**config.mk**
```make
export PLATFORM = sky130hd
export DESIGN_NAME = bin2bcd_disp_flat
export DESIGN_NICKNAME = d
export VERILOG_FILES = /design/src/rtl/bin2bcd_disp_pkg.sv /design/src/rtl/bin2bcd_disp_if.sv /design/src/rtl/bin2bcd_disp_seg7_dec.sv /design/src/rtl/bin2bcd_disp.sv /design/src/flat_wrapper.sv
export SDC_FILE = /design/constraint.sdc
export NUM_CORES = 1
export LEC_CHECK = 0
export BUFFER_PORTS_ARGS = -buffer_cell sky130_fd_sc_hd__clkbuf_2
export CELL_PAD_IN_SITES_DETAIL_PLACEMENT = 0
export CELL_PAD_IN_SITES_GLOBAL_PLACEMENT = 1
export CORE_MARGIN = 3
export CORE_UTILIZATION = 31
export DETAILED_ROUTE_END_ITERATION = 16
export PLACE_DENSITY = 0.7
export SLEW_MARGIN = 20
export SYNTH_ARGS = -nofsm -noshare
export SYNTH_HDL_FRONTEND = slang
export SYNTH_SLANG_ARGS = --single-unit
export TNS_END_PERCENT = 30
```
**constraint.sdc**
```tcl
create_clock -name clk -period 2 [get_ports clk]
set_input_delay 0.5 -clock clk [delete_from_list [all_inputs] [get_ports clk]]
set_output_delay 0.5 -clock clk [all_outputs]
set_load 0.005 [all_outputs]
```
**src/rtl/bin2bcd_disp_pkg.sv**
```systemverilog
// Shared definitions for the binary-to-BCD display stage: default widths,
// FSM state encoding, 7-segment constants and the add-3 helper.
package bin2bcd_disp_pkg;

  localparam int IN_W_DEF   = 14;
  localparam int DIGITS_DEF = 5;

  // State encoding kept as explicit constants so other blocks can decode it.
  localparam logic ST_IDLE  = 1'b0;
  localparam logic ST_SHIFT = 1'b1;

  typedef enum logic {
    IDLE  = ST_IDLE,
    SHIFT = ST_SHIFT
  } state_t;

  // Active-low segments, bit order gfedcba.
  localparam logic [6:0] SEG_BLANK = 7'h7F;
  localparam logic [6:0] SEG_ZERO  = 7'h40;

  localparam logic [6:0] SEG_TABLE [10] = '{
    7'h40, 7'h79, 7'h24, 7'h30, 7'h19,
    7'h12, 7'h02, 7'h78, 7'h00, 7'h10
  };

  // Double-dabble correction: a digit of 5..9 gets +3 before the shift.
  // The sum never exceeds 12, so the carry out of the 4-bit add is dropped.
  function automatic logic [3:0] add3(input logic [3:0] d);
    return (d >= 4'd5) ? d + 4'd3 : d;
  endfunction

endpackage

```
**src/rtl/bin2bcd_disp_if.sv**
```systemverilog
// Handshake and display bus between a result producer (master) and the
// binary-to-BCD display stage (slave).
interface bin2bcd_disp_if
  import bin2bcd_disp_pkg::*;
#(
  parameter int IN_W   = IN_W_DEF,
  parameter int DIGITS = DIGITS_DEF
);

  logic                  start;
  logic [IN_W-1:0]       bin;
  logic                  blank;
  logic                  busy;
  logic                  done;
  logic [4*DIGITS-1:0]   bcd;
  logic [7*DIGITS-1:0]   seg;

  modport master (
    output start, bin, blank,
    input  busy, done, bcd, seg
  );

  modport slave (
    input  start, bin, blank,
    output busy, done, bcd, seg
  );

endinterface

```
**src/rtl/bin2bcd_disp_seg7_dec.sv**
```systemverilog
// One BCD digit to active-low 7-segment (gfedcba), with a forced-blank input.
// Codes 10..15 cannot come out of the converter; they show as blank.
module seg7_dec
  import bin2bcd_disp_pkg::*;
(
  input  logic [3:0] digit,
  input  logic       blank,
  output logic [6:0] seg
);

  // Table lookup for valid digits, blank otherwise.
  always_comb begin
    // NOTE: every output of an always_comb is given a default first so no latch is inferred.
    seg = SEG_BLANK;
    if (!blank && digit <= 4'd9) begin
      seg = SEG_TABLE[digit];
    end
  end

endmodule

```
**src/rtl/bin2bcd_disp.sv**
```systemverilog
// Sequential binary-to-BCD converter (double dabble, one bit per clock)
// driving DIGITS active-low 7-segment digits with optional leading-zero
// blanking. One conversion at a time under a start/busy/done handshake.
module bin2bcd_disp
  import bin2bcd_disp_pkg::*;
#(
  parameter int IN_W   = IN_W_DEF,
  parameter int DIGITS = DIGITS_DEF
)(
  input  logic           clk,
  input  logic           rst,
  bin2bcd_disp_if.slave  bus
);

  localparam int CNT_W = $clog2(IN_W + 1);
  localparam int BCD_W = 4 * DIGITS;

  state_t               state, state_next;
  logic [IN_W-1:0]      shreg, shreg_next;
  logic [BCD_W-1:0]     scratch, scratch_next;
  logic [CNT_W-1:0]     count, count_next;
  logic [BCD_W-1:0]     bcd_q, bcd_next;
  logic                 busy_q, busy_next;
  logic                 done_q, done_next;

  logic [BCD_W-1:0]      adj;
  logic [BCD_W+IN_W-1:0] shifted;
  logic [DIGITS-1:0]     dig_blank;
  logic [7*DIGITS-1:0]   seg_w;

  // FSM state register.
  always_ff @(posedge clk or negedge rst) begin
    // NOTE: sequential state uses non-blocking assignments so every register samples pre-edge values.
    if (!rst) state <= IDLE;
    else      state <= state_next;
  end

  // Next-state and datapath: accept in IDLE, one add-3/shift step per SHIFT cycle.
  always_comb begin
    state_next   = state;
    shreg_next   = shreg;
    scratch_next = scratch;
    count_next   = count;
    bcd_next     = bcd_q;
    busy_next    = busy_q;
    done_next    = 1'b0;

    // All digits corrected in parallel, then the whole chain shifts left.
    adj = scratch;
    for (int i = 0; i < DIGITS; i++) begin
      adj[4*i +: 4] = add3(scratch[4*i +: 4]);
    end
    shifted = {adj, shreg} << 1;

    case (state)
      IDLE: begin
        busy_next = 1'b0;
        if (bus.start) begin
          shreg_next   = bus.bin;
          scratch_next = '0;
          count_next   = '0;
          busy_next    = 1'b1;
          state_next   = SHIFT;
        end
      end
      SHIFT: begin
        {scratch_next, shreg_next} = shifted;
        count_next = count + CNT_W'(1);
        // This edge performs the last shift: publish the result.
        if (count == CNT_W'(IN_W - 1)) begin
          bcd_next   = shifted[BCD_W+IN_W-1 -: BCD_W];
          done_next  = 1'b1;
          busy_next  = 1'b0;
          state_next = IDLE;
        end
      end
      default: state_next = IDLE;
    endcase
  end

  // Datapath and handshake registers; reset aborts any conversion in flight.
  always_ff @(posedge clk or negedge rst) begin
    if (!rst) begin
      shreg   <= '0;
      scratch <= '0;
      count   <= '0;
      bcd_q   <= '0;
      busy_q  <= 1'b0;
      done_q  <= 1'b0;
    end else begin
      shreg   <= shreg_next;
      scratch <= scratch_next;
      count   <= count_next;
      bcd_q   <= bcd_next;
      busy_q  <= busy_next;
      done_q  <= done_next;
    end
  end

  // Leading-zero chain: a digit blanks if it and every higher digit are zero.
  always_comb begin
    logic run;
    dig_blank = '0;
    run = bus.blank;
    for (int i = DIGITS - 1; i >= 1; i--) begin
      run = run & (bcd_q[4*i +: 4] == 4'd0);
      dig_blank[i] = run;
    end
  end

  for (genvar g = 0; g < DIGITS; g++) begin : g_dig
    seg7_dec u_dec (
      .digit (bcd_q[4*g +: 4]),
      .blank (dig_blank[g]),
      .seg   (seg_w[7*g +: 7])
    );
  end

  assign bus.busy = busy_q;
  assign bus.done = done_q;
  assign bus.bcd  = bcd_q;
  assign bus.seg  = seg_w;

endmodule
```
**src/flat_wrapper.sv**
```systemverilog
// flat-port wrapper written by rule: the top's interface ports become plain ports
module bin2bcd_disp_flat import bin2bcd_disp_pkg::*;
#(
  parameter int IN_W   = IN_W_DEF,
  parameter int DIGITS = DIGITS_DEF
)
  (clk, rst, bus_start, bus_bin, bus_blank, bus_busy, bus_done, bus_bcd, bus_seg);
  bin2bcd_disp_if #(.IN_W(IN_W), .DIGITS(DIGITS)) bus_i ();
  input  logic clk;
  input  logic rst;
  input wire logic [$bits(bus_i.start)-1:0] bus_start;
  input wire logic [$bits(bus_i.bin)-1:0] bus_bin;
  input wire logic [$bits(bus_i.blank)-1:0] bus_blank;
  output wire logic [$bits(bus_i.busy)-1:0] bus_busy;
  output wire logic [$bits(bus_i.done)-1:0] bus_done;
  output wire logic [$bits(bus_i.bcd)-1:0] bus_bcd;
  output wire logic [$bits(bus_i.seg)-1:0] bus_seg;
  assign bus_i.start = bus_start;
  assign bus_i.bin = bus_bin;
  assign bus_i.blank = bus_blank;
  assign bus_busy = bus_i.busy;
  assign bus_done = bus_i.done;
  assign bus_bcd = bus_i.bcd;
  assign bus_seg = bus_i.seg;
  bin2bcd_disp #(.IN_W(IN_W), .DIGITS(DIGITS)) u_core (.clk(clk), .rst(rst), .bus(bus_i));
endmodule
```
==> results of run 1 <==
==> registers in the layout, summed over array words and instances (netlist names) <==
register	cells
u_core.bus.done	1
u_core.bus.busy	1
u_core.bus.bcd	20
u_core.state	1
u_core.scratch	20
u_core.shreg	14
u_core.count	4
==> area by class of cell <==
type,count,area (sq um),share of cell area [%]
multi-input cells,326,2350,45.7
flip-flops and latches,61,1530,29.7
repair buffers,106,643,12.5
clock buffers,11,253,4.91
well taps,168,210,4.08
inverters,29,111,2.16
clock inverters,4,47.5,0.924
==> worst max path at each step <==
stage / end / slack, ns / depth (start not counted)
floorplan: bus_seg[18] / 0.06 / 6
finish: bus_seg[10] / -0.33 / 7
detailed placement: bus_seg[33] / -0.06 / 7
global placement: bus_seg[10] / -0.02 / 7
global route: bus_seg[10] / -0.41 / 7
CTS: bus_seg[10] / -0.35 / 7
==> worst register-to-register path, delay by kind of cell (launching register included) <==
family | cells | cell delay, ns
adders and majority gates | 1 | 0.25
AOI/OAI and AO/OA | 2 | 0.39
muxes | 1 | 0.39
buffers and inverters | 1 | 0.10
and+or+nand+nor | 1 | 0.09
DFF | 1 | 0.40
==> logic make-up after synthesis <==
logic type,Yosys count
AOI/OAI and AO/OA,113
xor gates and xnor gates,7
adders and majority gates,37
buffers and inverters,50
DFF,61
muxes,42
and+or+nand+nor,127
==> synth_stat cells, types with 3 or more instances <==
master                     count
sky130_fd_sc_hd__a21oi_1      30
sky130_fd_sc_hd__a31oi_1       3
sky130_fd_sc_hd__buf_2         8
sky130_fd_sc_hd__clkbuf_1     12
sky130_fd_sc_hd__dfrtp_1      61
sky130_fd_sc_hd__ha_1         37
sky130_fd_sc_hd__inv_1        29
sky130_fd_sc_hd__mux2_2        7
sky130_fd_sc_hd__mux2i_1      35
sky130_fd_sc_hd__nand2_1      57
sky130_fd_sc_hd__nand2b_1     29
sky130_fd_sc_hd__nand3_1       3
sky130_fd_sc_hd__nor2_1       19
sky130_fd_sc_hd__nor3b_1      10
sky130_fd_sc_hd__o211ai_1      3
sky130_fd_sc_hd__o21ai_0      59
sky130_fd_sc_hd__o21ai_1       5
sky130_fd_sc_hd__xnor2_1       6
==> timing repair <==
item,4_1_cts,5_1_grt
setup endpoints to repair,35,35
pin swaps,17,10
setup buffers,1,8
resized for setup,32,25
==> layer usage <==
metal | global-route usage (%) | wire length (microns) | vias up
met5 | 0 | 0 | -
met4 | 3.04 | 81 | 0
met3 | 4.35 | 540 | 9
met2 | 18.7 | 3640 | 78
met1 | 16.6 | 4270 | 1479
li1 | - | - | 1685
==> power by group through the flow <==
stage                     logic, mW  clock network [mW]  registers [mW]
after floorplan                3.00                   0            2.18
after global placement         4.55                   0            2.26
after detailed placement       4.64                   0            2.28
after CTS                      4.82                1.59            2.29
after global routing           5.65                1.64            2.39
final                          4.98                1.55            2.30
==> impl_results.rst, run 1 <==
.. list-table::
   :header-rows: 1

   * - Metric
     - Value
   * - Outcome
     - finished with violations
   * - Violations in the final reports
     - negative setup slack
   * - Slew headroom
     - 75.0%
   * - CTS H-Tree Depth
     - 3
   * - Sequential-to-total area share from yosys stat
     - 38.7%
   * - Req. time, crit path
     - 1.50 ns
   * - Quantity of I/O buffers inserted on ports
     - 74
   * - Reg-to-reg setup timing slack
     - 0.29 ns
   * - Critical path type
     - flip-flop to output pin
   * - DR pass1 iterations
     - 4
   * - Worst Path Buf+Inv
     - 2
   * - Area after detailed placement
     - 4630 sq um
   * - Worst-Margin Slew
     - 0.375 ns
   * - Worst reg2reg endpoint
     - u_core.bus.bcd[14]
   * - Hold violation count in the final report
     - 0
   * - Post-synthesis share of cell area spent on and, or, nand and nor gates
     - 15.9%
   * - Number of routed nets with antenna violations
     - 0
   * - Number of synthesis warnings
     - 0
   * - Count of cells along the worst register-to-register path
     - 6
   * - Slowest cell on the critical path
     - sky130_fd_sc_hd__dfrtp_1
   * - Post-Synth XOR/XNOR Area
     - 1.56%
   * - Share of flip-flops with an asynchronous set or reset after synthesis
     - 100%
   * - Logic gate share of total power
     - 56.4%
   * - Final instance count without filler cells
     - 705
   * - Floorplan row count
     - 40
   * - Number of clock sinks seen by CTS
     - 61
   * - Post-synthesis cell type with the largest combined area
     - sky130_fd_sc_hd__dfrtp_1
   * - Cell count after placement
     - 681
   * - Worst Setup End Kind
     - output pin
   * - Leak
     - 2.54 nW
   * - Pin count of the biggest net entering global routing
     - 62
   * - Via Count
     - 3251
   * - Sequential power share
     - 26.1%
   * - Final WL
     - 8540 microns
   * - Number of register bits inferred by synthesis
     - 61
   * - Final worst path period share
     - 116%
   * - Sum of internal, switching and leakage power
     - 8.83 mW
   * - Diodes inserted
     - 0
   * - Max Slew Vio Count
     - 0
   * - Number of instances in the synthesized netlist
     - 437
   * - Cell type group with the largest total delay on the critical path
     - simple AND/OR/NAND/NOR gates
   * - Compound-gate portion of the synthesized area
     - 16.2%
   * - Dominant combinational cell family by area after synthesis
     - compound AO/OA/AOI/OAI gates
   * - Final weighted congestion of routability-driven global placement
     - 0.816
   * - Biggest fanout along the worst timing path
     - 6
   * - CP max stage delay
     - 0.38 ns
   * - Setup WS post-layout
     - -0.327 ns
   * - Share of the synthesized area in the top cell type
     - 38.7%
   * - Switching power share of the total
     - 41.0%
   * - Most common library cell in the layout ignoring fill and taps
     - sky130_fd_sc_hd__clkbuf_2
   * - All-layer global routing usage
     - 12.2%
   * - Clock network fraction of total power
     - 17.5%
   * - Total setup violations reported at the end of the flow
     - 32
   * - Proportion of layout cells with a drive suffix above 1
     - 29.6%
   * - Class of the tightest hold or removal check
     - primary input to asynchronous set/reset pin
   * - Worst slack at placement
     - -0.0552 ns
   * - WHS
     - 0.182 ns
   * - Setup crit start kind
     - flip-flop
   * - Sum of overflow across all layers after global routing
     - 0
   * - Via count of the first global-routing pass
     - 3155
   * - Worst IR drop on VDD
     - 0.623 mV
   * - Worst-Skew Late Latency
     - 0.32 ns
   * - Clock edge transition at the registers on the reported setup and hold paths
     - 0.05 ns
   * - Critical-path cell list
     - inv_2, ha_4, and4bb_4, and4_4, a41oi_4, o21ai_1, buf_2
   * - Area share of fa/ha/maj cells after synthesis
     - 11.7%
   * - Count of maximum capacitance violations
     - 0
   * - Hold-fix buffers, CTS
     - 0
   * - Portion of netlist area occupied by mux cells
     - 10.9%
   * - Count of nets after finishing
     - 588
   * - Final design utilization
     - 42.2%
   * - Width of the die
     - 119 microns
   * - Synth unique cells
     - 36
   * - Top library cells by usage in the layout, fill and taps aside
     - sky130_fd_sc_hd__clkbuf_2 (66), sky130_fd_sc_hd__dfrtp_1 (58), sky130_fd_sc_hd__nand2_1 (57)
   * - Clock buffer count from CTS
     - 9
   * - Number of design-rule violations left by the first detailed-router iteration
     - 134
   * - Clock tree skew after final layout
     - 0.00576 ns
   * - Origin of the critical flop-to-flop path
     - u_core.scratch[12]
   * - Fin Setup TNS
     - -7.02 ns
   * - Growth of design area from synthesis to finish
     - 30.6%
   * - Clk buf depth
     - 2
   * - Synthesized cell area
     - 3940 sq um
   * - Average wire per standard cell
     - 12.1 microns
   * - Cell at the root of the clock tree
     - sky130_fd_sc_hd__clkbuf_16
   * - Top-level port count
     - 75
   * - Via density per instance
     - 4.61
   * - CP arrival
     - 1.83 ns
   * - Internal power contribution
     - 5.21 mW
   * - Number of remaining DRC errors
     - 0
   * - Average instance area after synthesis
     - 9.02 sq um
   * - Leading cell types by total area after synthesis
     - sky130_fd_sc_hd__dfrtp_1 (39%), sky130_fd_sc_hd__ha_1 (12%), sky130_fd_sc_hd__mux2i_1 (8.9%)
   * - Min cycle time layout
     - 2.33 ns
   * - Initial standard-cell utilization of the core
     - 32.3%
   * - Post-DP HPWL
     - 5980 microns
   * - Number of nets in the synthesized netlist
     - 492
   * - Switching pwr
     - 3.62 mW
   * - Core Area
     - 12200 sq um
   * - Area of the die
     - 14100 sq um
   * - Setup repair after global routing missed its margin
     - true
   * - Initial antenna violation count
     - 0
   * - TritonCTS clock tree
     - built
   * - Max Clock Freq
     - 430 MHz
   * - Top flip-flop cell by instance count after synthesis
     - sky130_fd_sc_hd__dfrtp_1
   * - PD cells
     - 1720 nW/um^2
   * - Finished layout cell area
     - 5150 sq um
   * - Post-synth EDFFs
     - 0
   * - Die span in y
     - 119 microns
   * - Global-route wire length before repair
     - 14600 microns
   * - Worst setup startpoint
     - u_core.bus.bcd[17]
   * - Fillers
     - 1249
(Power assumes the default switching activity.)
==> run 2, diff against run 1 <==
--- a/config.mk
+++ b/config.mk
@@ -5,7 +5,7 @@
 export SDC_FILE = /design/constraint.sdc
 export NUM_CORES = 1
 export LEC_CHECK = 0
-export BUFFER_PORTS_ARGS = -buffer_cell sky130_fd_sc_hd__clkbuf_2
+export BUFFER_PORTS_ARGS = -buffer_cell sky130_fd_sc_hd__buf_2
 export CELL_PAD_IN_SITES_DETAIL_PLACEMENT = 0
 export CELL_PAD_IN_SITES_GLOBAL_PLACEMENT = 1
 export CORE_MARGIN = 3
==> impl_results.rst, run 2 (synthesized netlist as in run 1, its figures left out) <==
.. list-table::
   :header-rows: 1

   * - Metric
     - Value
   * - Worst-Margin Slew
     - 0.407 ns
   * - Number of routed nets with antenna violations
     - 0
   * - Leak
     - 2.52 nW
   * - Count of nets after finishing
     - 586
   * - Top library cells by usage in the layout, fill and taps aside
     - sky130_fd_sc_hd__buf_2 (74), sky130_fd_sc_hd__dfrtp_1 (59), sky130_fd_sc_hd__nand2_1 (57)
   * - Floorplan row count
     - 40
   * - All-layer global routing usage
     - 12.5%
   * - Die span in y
     - 119 microns
   * - TritonCTS clock tree
     - built
   * - Area of the die
     - 14100 sq um
   * - Number of design-rule violations left by the first detailed-router iteration
     - 138
   * - Worst IR drop on VDD
     - 0.609 mV
   * - Cell count after placement
     - 684
   * - Most common library cell in the layout ignoring fill and taps
     - sky130_fd_sc_hd__buf_2
   * - Finished layout cell area
     - 5040 sq um
   * - Proportion of layout cells with a drive suffix above 1
     - 29.1%
   * - Number of clock sinks seen by CTS
     - 61
   * - Setup repair after global routing missed its margin
     - true
   * - Final WL
     - 8500 microns
   * - Width of the die
     - 119 microns
   * - Average wire per standard cell
     - 12.1 microns
   * - DR pass1 iterations
     - 4
   * - Global-route wire length before repair
     - 14900 microns
   * - Clock buffer count from CTS
     - 9
   * - Total setup violations reported at the end of the flow
     - 30
   * - Biggest fanout along the worst timing path
     - 6
   * - Clock edge transition at the registers on the reported setup and hold paths
     - 0.05 ns
   * - Sum of overflow across all layers after global routing
     - 0
   * - Violations in the final reports
     - negative setup slack
   * - Worst-Skew Late Latency
     - 0.32 ns
   * - Via density per instance
     - 4.62
   * - Final instance count without filler cells
     - 704
   * - Via Count
     - 3254
   * - Diodes inserted
     - 0
   * - Req. time, crit path
     - 1.50 ns
   * - Area after detailed placement
     - 4640 sq um
   * - Worst Setup End Kind
     - output pin
   * - Clock tree skew after final layout
     - 0.00561 ns
   * - Top-level port count
     - 75
   * - Setup crit start kind
     - flip-flop
   * - Final worst path period share
     - 117%
   * - CTS H-Tree Depth
     - 3
   * - Max Slew Vio Count
     - 0
   * - Number of remaining DRC errors
     - 0
   * - PD cells
     - 1690 nW/um^2
   * - Post-DP HPWL
     - 6130 microns
   * - Max Clock Freq
     - 427 MHz
   * - Clk buf depth
     - 2
   * - Initial antenna violation count
     - 0
   * - Growth of design area from synthesis to finish
     - 27.9%
   * - Outcome
     - finished with violations
   * - Hold-fix buffers, CTS
     - 0
   * - Pin count of the biggest net entering global routing
     - 60
   * - Final weighted congestion of routability-driven global placement
     - 0.838
   * - Hold violation count in the final report
     - 0
   * - Setup WS post-layout
     - -0.341 ns
   * - Quantity of I/O buffers inserted on ports
     - 74
   * - Cell at the root of the clock tree
     - sky130_fd_sc_hd__clkbuf_16
   * - Class of the tightest hold or removal check
     - primary input to asynchronous set/reset pin
   * - Via count of the first global-routing pass
     - 3290
   * - Count of maximum capacitance violations
     - 0
   * - WHS
     - 0.211 ns
   * - Slew headroom
     - 72.9%
   * - Fillers
     - 1268
   * - Core Area
     - 12200 sq um
   * - Min cycle time layout
     - 2.34 ns
   * - Critical path type
     - flip-flop to output pin
   * - Initial standard-cell utilization of the core
     - 32.3%
   * - CP arrival
     - 1.84 ns
[run 2: repair_timing]
item / 4_1_cts / 5_1_grt
endpoints found under the setup margin: 35 / 35
pin swaps: 13 / 6
resized for setup: 29 / 9
cloned: 0 / 0
setup buffers: 1 / 3
[run 2: worst paths after layout]
kind	depth (start not counted)	startpoint	slack, ns	to
max	7	u_core.bus.bcd[17]	-0.34	bus_seg[7]
max in group asynchronous	2	rst	1.47	u_core.state
min	2	rst	0.21	u_core.scratch[1]
min reg2reg	2	u_core.shreg[12]	0.48	u_core.shreg[13]
min in group clk	3	bus_bin[0]	0.42	u_core.shreg[0]
max reg2reg	6	u_core.scratch[12]	0.31	u_core.bus.bcd[14]
[run 2: metal layers]
layer,track usage [%],vias to the layer above,share of wire [%]
met3,4.74,6,6.6
met1,15.8,1495,49
met4,3.04,0,0.80
met5,0,-,0
li1,-,1680,-
met2,20.0,73,43
[run 2: layout make-up]
cell class                 instances  area, sq um  area share [%]
clock buffer                      12          256            5.09
clock inverter                     4         22.5           0.447
inverter                          29          111            2.21
multi-input combinational        326         2310            45.7
sequential                        61         1530            30.3
tap                              168          210            4.17
timing repair buffer             104          608            12.1
[run 2: report_power, final]
part | internal, mW | leakage [nW] | switching (mW) | total [mW]
Combinational | 2.33 | 1.60 | 2.48 | 4.81
Clock | 0.898 | 0.138 | 0.521 | 1.42
Sequential | 1.77 | 0.776 | 0.504 | 2.28
Total | 5.00 | 2.52 | 3.51 | 8.51
[run 2: critical path, cell delays in order, from the launching register on]
cell and delay (ns):
sky130_fd_sc_hd__dfrtp_1 0.39, sky130_fd_sc_hd__inv_2 0.09, sky130_fd_sc_hd__ha_4 0.14, sky130_fd_sc_hd__and4bb_4 0.27, sky130_fd_sc_hd__and4_4 0.25, sky130_fd_sc_hd__a41oi_4 0.15
sky130_fd_sc_hd__o21ai_1 0.11, sky130_fd_sc_hd__buf_2 0.13
[run 2: stage by stage]
stage          TNS (ns)  power, mW  setup WS, ns  util, %
2_1_floorplan         0       5.18        0.0551        -
3_3_place_gp    -0.0228       6.80       -0.0148     38.0
6_report          -7.11       8.51        -0.341     41.3
4_1_cts           -7.07       8.55        -0.335     40.9
5_1_grt          -10.27       9.41        -0.432     41.3
3_5_place_dp     -0.242       6.90       -0.0374     38.0
==> run 3, diff against run 2 <==
--- a/config.mk
+++ b/config.mk
@@ -9,9 +9,9 @@
 export CELL_PAD_IN_SITES_DETAIL_PLACEMENT = 0
 export CELL_PAD_IN_SITES_GLOBAL_PLACEMENT = 1
 export CORE_MARGIN = 3
-export CORE_UTILIZATION = 31
+export CORE_UTILIZATION = 34
 export DETAILED_ROUTE_END_ITERATION = 16
-export PLACE_DENSITY = 0.7
+export PLACE_DENSITY = 0.75
 export SLEW_MARGIN = 20
 export SYNTH_ARGS = -nofsm -noshare
 export SYNTH_HDL_FRONTEND = slang
==> impl_results.rst, run 3 (synthesized netlist as in run 1, its figures left out) <==
.. list-table::
   :header-rows: 1

   * - Metric
     - Value
   * - Cell count after placement
     - 655
   * - Floorplan row count
     - 38
   * - Hold violation count in the final report
     - 0
   * - CP arrival
     - 1.82 ns
   * - Growth of design area from synthesis to finish
     - 29.9%
   * - Count of cells along the worst register-to-register path
     - 6
   * - Quantity of I/O buffers inserted on ports
     - 74
   * - Final worst path period share
     - 116%
   * - Most common library cell in the layout ignoring fill and taps
     - sky130_fd_sc_hd__buf_2
   * - DR pass1 iterations
     - 4
   * - Worst-Skew Late Latency
     - 0.32 ns
   * - Biggest fanout along the worst timing path
     - 6
   * - Number of remaining DRC errors
     - 0
   * - Slew headroom
     - 76.1%
   * - Max Clock Freq
     - 431 MHz
   * - Min cycle time layout
     - 2.32 ns
   * - Violations in the final reports
     - negative setup slack
   * - Sum of overflow across all layers after global routing
     - 0
   * - Post-DP HPWL
     - 5970 microns
   * - Proportion of layout cells with a drive suffix above 1
     - 29.2%
   * - Clk buf depth
     - 2
   * - Setup crit start kind
     - flip-flop
   * - Average wire per standard cell
     - 12.5 microns
   * - PD cells
     - 1760 nW/um^2
   * - Class of the tightest hold or removal check
     - primary input to asynchronous set/reset pin
   * - Global-route wire length before repair
     - 14800 microns
   * - Initial antenna violation count
     - 0
   * - Clock tree skew after final layout
     - 0.00565 ns
   * - Top-level port count
     - 75
   * - Final weighted congestion of routability-driven global placement
     - 0.790
   * - Worst slack at placement
     - -0.0446 ns
   * - Sum of internal, switching and leakage power
     - 9.03 mW
   * - Cell type group with the largest total delay on the critical path
     - simple AND/OR/NAND/NOR gates
   * - Initial standard-cell utilization of the core
     - 35.6%
   * - Clock edge transition at the registers on the reported setup and hold paths
     - 0.05 ns
   * - TritonCTS clock tree
     - built
   * - Worst Path Buf+Inv
     - 2
   * - Max Slew Vio Count
     - 0
   * - Critical-path cell list
     - inv_2, ha_4, and4bb_4, and4_4, a41oi_4, o21ai_1, buf_2
   * - CTS H-Tree Depth
     - 3
   * - Top library cells by usage in the layout, fill and taps aside
     - sky130_fd_sc_hd__buf_2 (74), sky130_fd_sc_hd__dfrtp_1 (59), sky130_fd_sc_hd__nand2_1 (57)
   * - Outcome
     - finished with violations
   * - Clock buffer count from CTS
     - 9
   * - Number of design-rule violations left by the first detailed-router iteration
     - 162
   * - Total setup violations reported at the end of the flow
     - 30
   * - Pin count of the biggest net entering global routing
     - 62
   * - Diodes inserted
     - 0
   * - Setup WS post-layout
     - -0.321 ns
   * - Count of nets after finishing
     - 588
   * - Area of the die
     - 12900 sq um
   * - Final WL
     - 8490 microns
   * - All-layer global routing usage
     - 13.8%
   * - Worst Setup End Kind
     - output pin
   * - Setup repair after global routing missed its margin
     - true
   * - Worst IR drop on VDD
     - 0.748 mV
   * - Core Area
     - 11100 sq um
   * - Via Count
     - 3271
   * - Width of the die
     - 114 microns
   * - Req. time, crit path
     - 1.50 ns
   * - Via count of the first global-routing pass
     - 3192
   * - Number of routed nets with antenna violations
     - 0
   * - Worst-Margin Slew
     - 0.358 ns
   * - Count of maximum capacitance violations
     - 0
   * - Die span in y
     - 114 microns
   * - CP max stage delay
     - 0.38 ns
   * - Fillers
     - 1082
   * - Slowest cell on the critical path
     - sky130_fd_sc_hd__dfrtp_1
   * - Critical path type
     - flip-flop to output pin
   * - Cell at the root of the clock tree
     - sky130_fd_sc_hd__clkbuf_16
   * - Number of clock sinks seen by CTS
     - 61
   * - Via density per instance
     - 4.82
   * - Leak
     - 2.56 nW
   * - Worst path depth
     - 7
   * - Final instance count without filler cells
     - 678
   * - Hold-fix buffers, CTS
     - 0
[run 3: where the power goes]
group / switching [mW] / total (mW) / internal, mW
sequential: 0.511 / 2.29 / 1.77
clock: 0.534 / 1.85 / 1.32
combinational: 2.52 / 4.89 / 2.37
total: 3.57 / 9.03 / 5.46
[run 3: final cells by class]
cell class	count	area [sq um]	area share, %
clock inverter	3	90.1	1.76
inverter	29	109	2.13
tap	140	175	3.42
multi-input combinational	326	2330	45.4
sequential	61	1530	29.8
timing repair buffer	106	623	12.2
clock buffer	13	270	5.28
[run 3: layer usage]
metal  global-route usage [%]  vias to the layer above  part of all wire, %
met5                        0                        -                    0
met4                     4.89                        0                  1.3
met3                     3.24                       12                  6.3
met2                     21.9                       86                   45
met1                     18.4                     1487                   48
li1                         -                     1686                    -
[run 3: worst paths after layout]
check | endpoint | slack [ns] | from
min in group clk | u_core.shreg[0] | 0.42 | bus_bin[0]
worst min register to register | u_core.shreg[3] | 0.48 | u_core.shreg[2]
worst min-delay path | u_core.shreg[9] | 0.18 | rst
max in group asynchronous | u_core.bus.bcd[8] | 1.53 | rst
worst max-delay path | bus_seg[7] | -0.32 | u_core.bus.bcd[17]
worst max register to register | u_core.bus.bcd[14] | 0.28 | u_core.scratch[12]
[run 3: timing repair]
item / in CTS / in global routing
pin swaps: 14 / 4
setup endpoints to repair: 35 / 35
buffers inserted: 4 / 3
gates resized for setup: 36 / 7
[run 3: metrics by stage]
step	hold slack [ns]	instance area [sq um]	utilization [%]	TNS (ns)
after floorplan	0.204	3940	-	0
after detailed placement	0.469	4600	41.5	-0.156
after global routing	0.215	5120	46.2	-9.29
after CTS	0.197	5070	45.8	-6.19
final	0.180	5120	46.2	-5.98
after global placement	0.462	4600	41.5	-0.0119
[run 3: worst register-to-register path, cell delays in order (launching register included)]
cell and delay (ns):
sky130_fd_sc_hd__dfrtp_1 0.40, sky130_fd_sc_hd__inv_1 0.11, sky130_fd_sc_hd__ha_1 0.26, sky130_fd_sc_hd__nand2b_1 0.09, sky130_fd_sc_hd__a21oi_1 0.25, sky130_fd_sc_hd__mux2_2 0.39, sky130_fd_sc_hd__o21ai_0 0.14
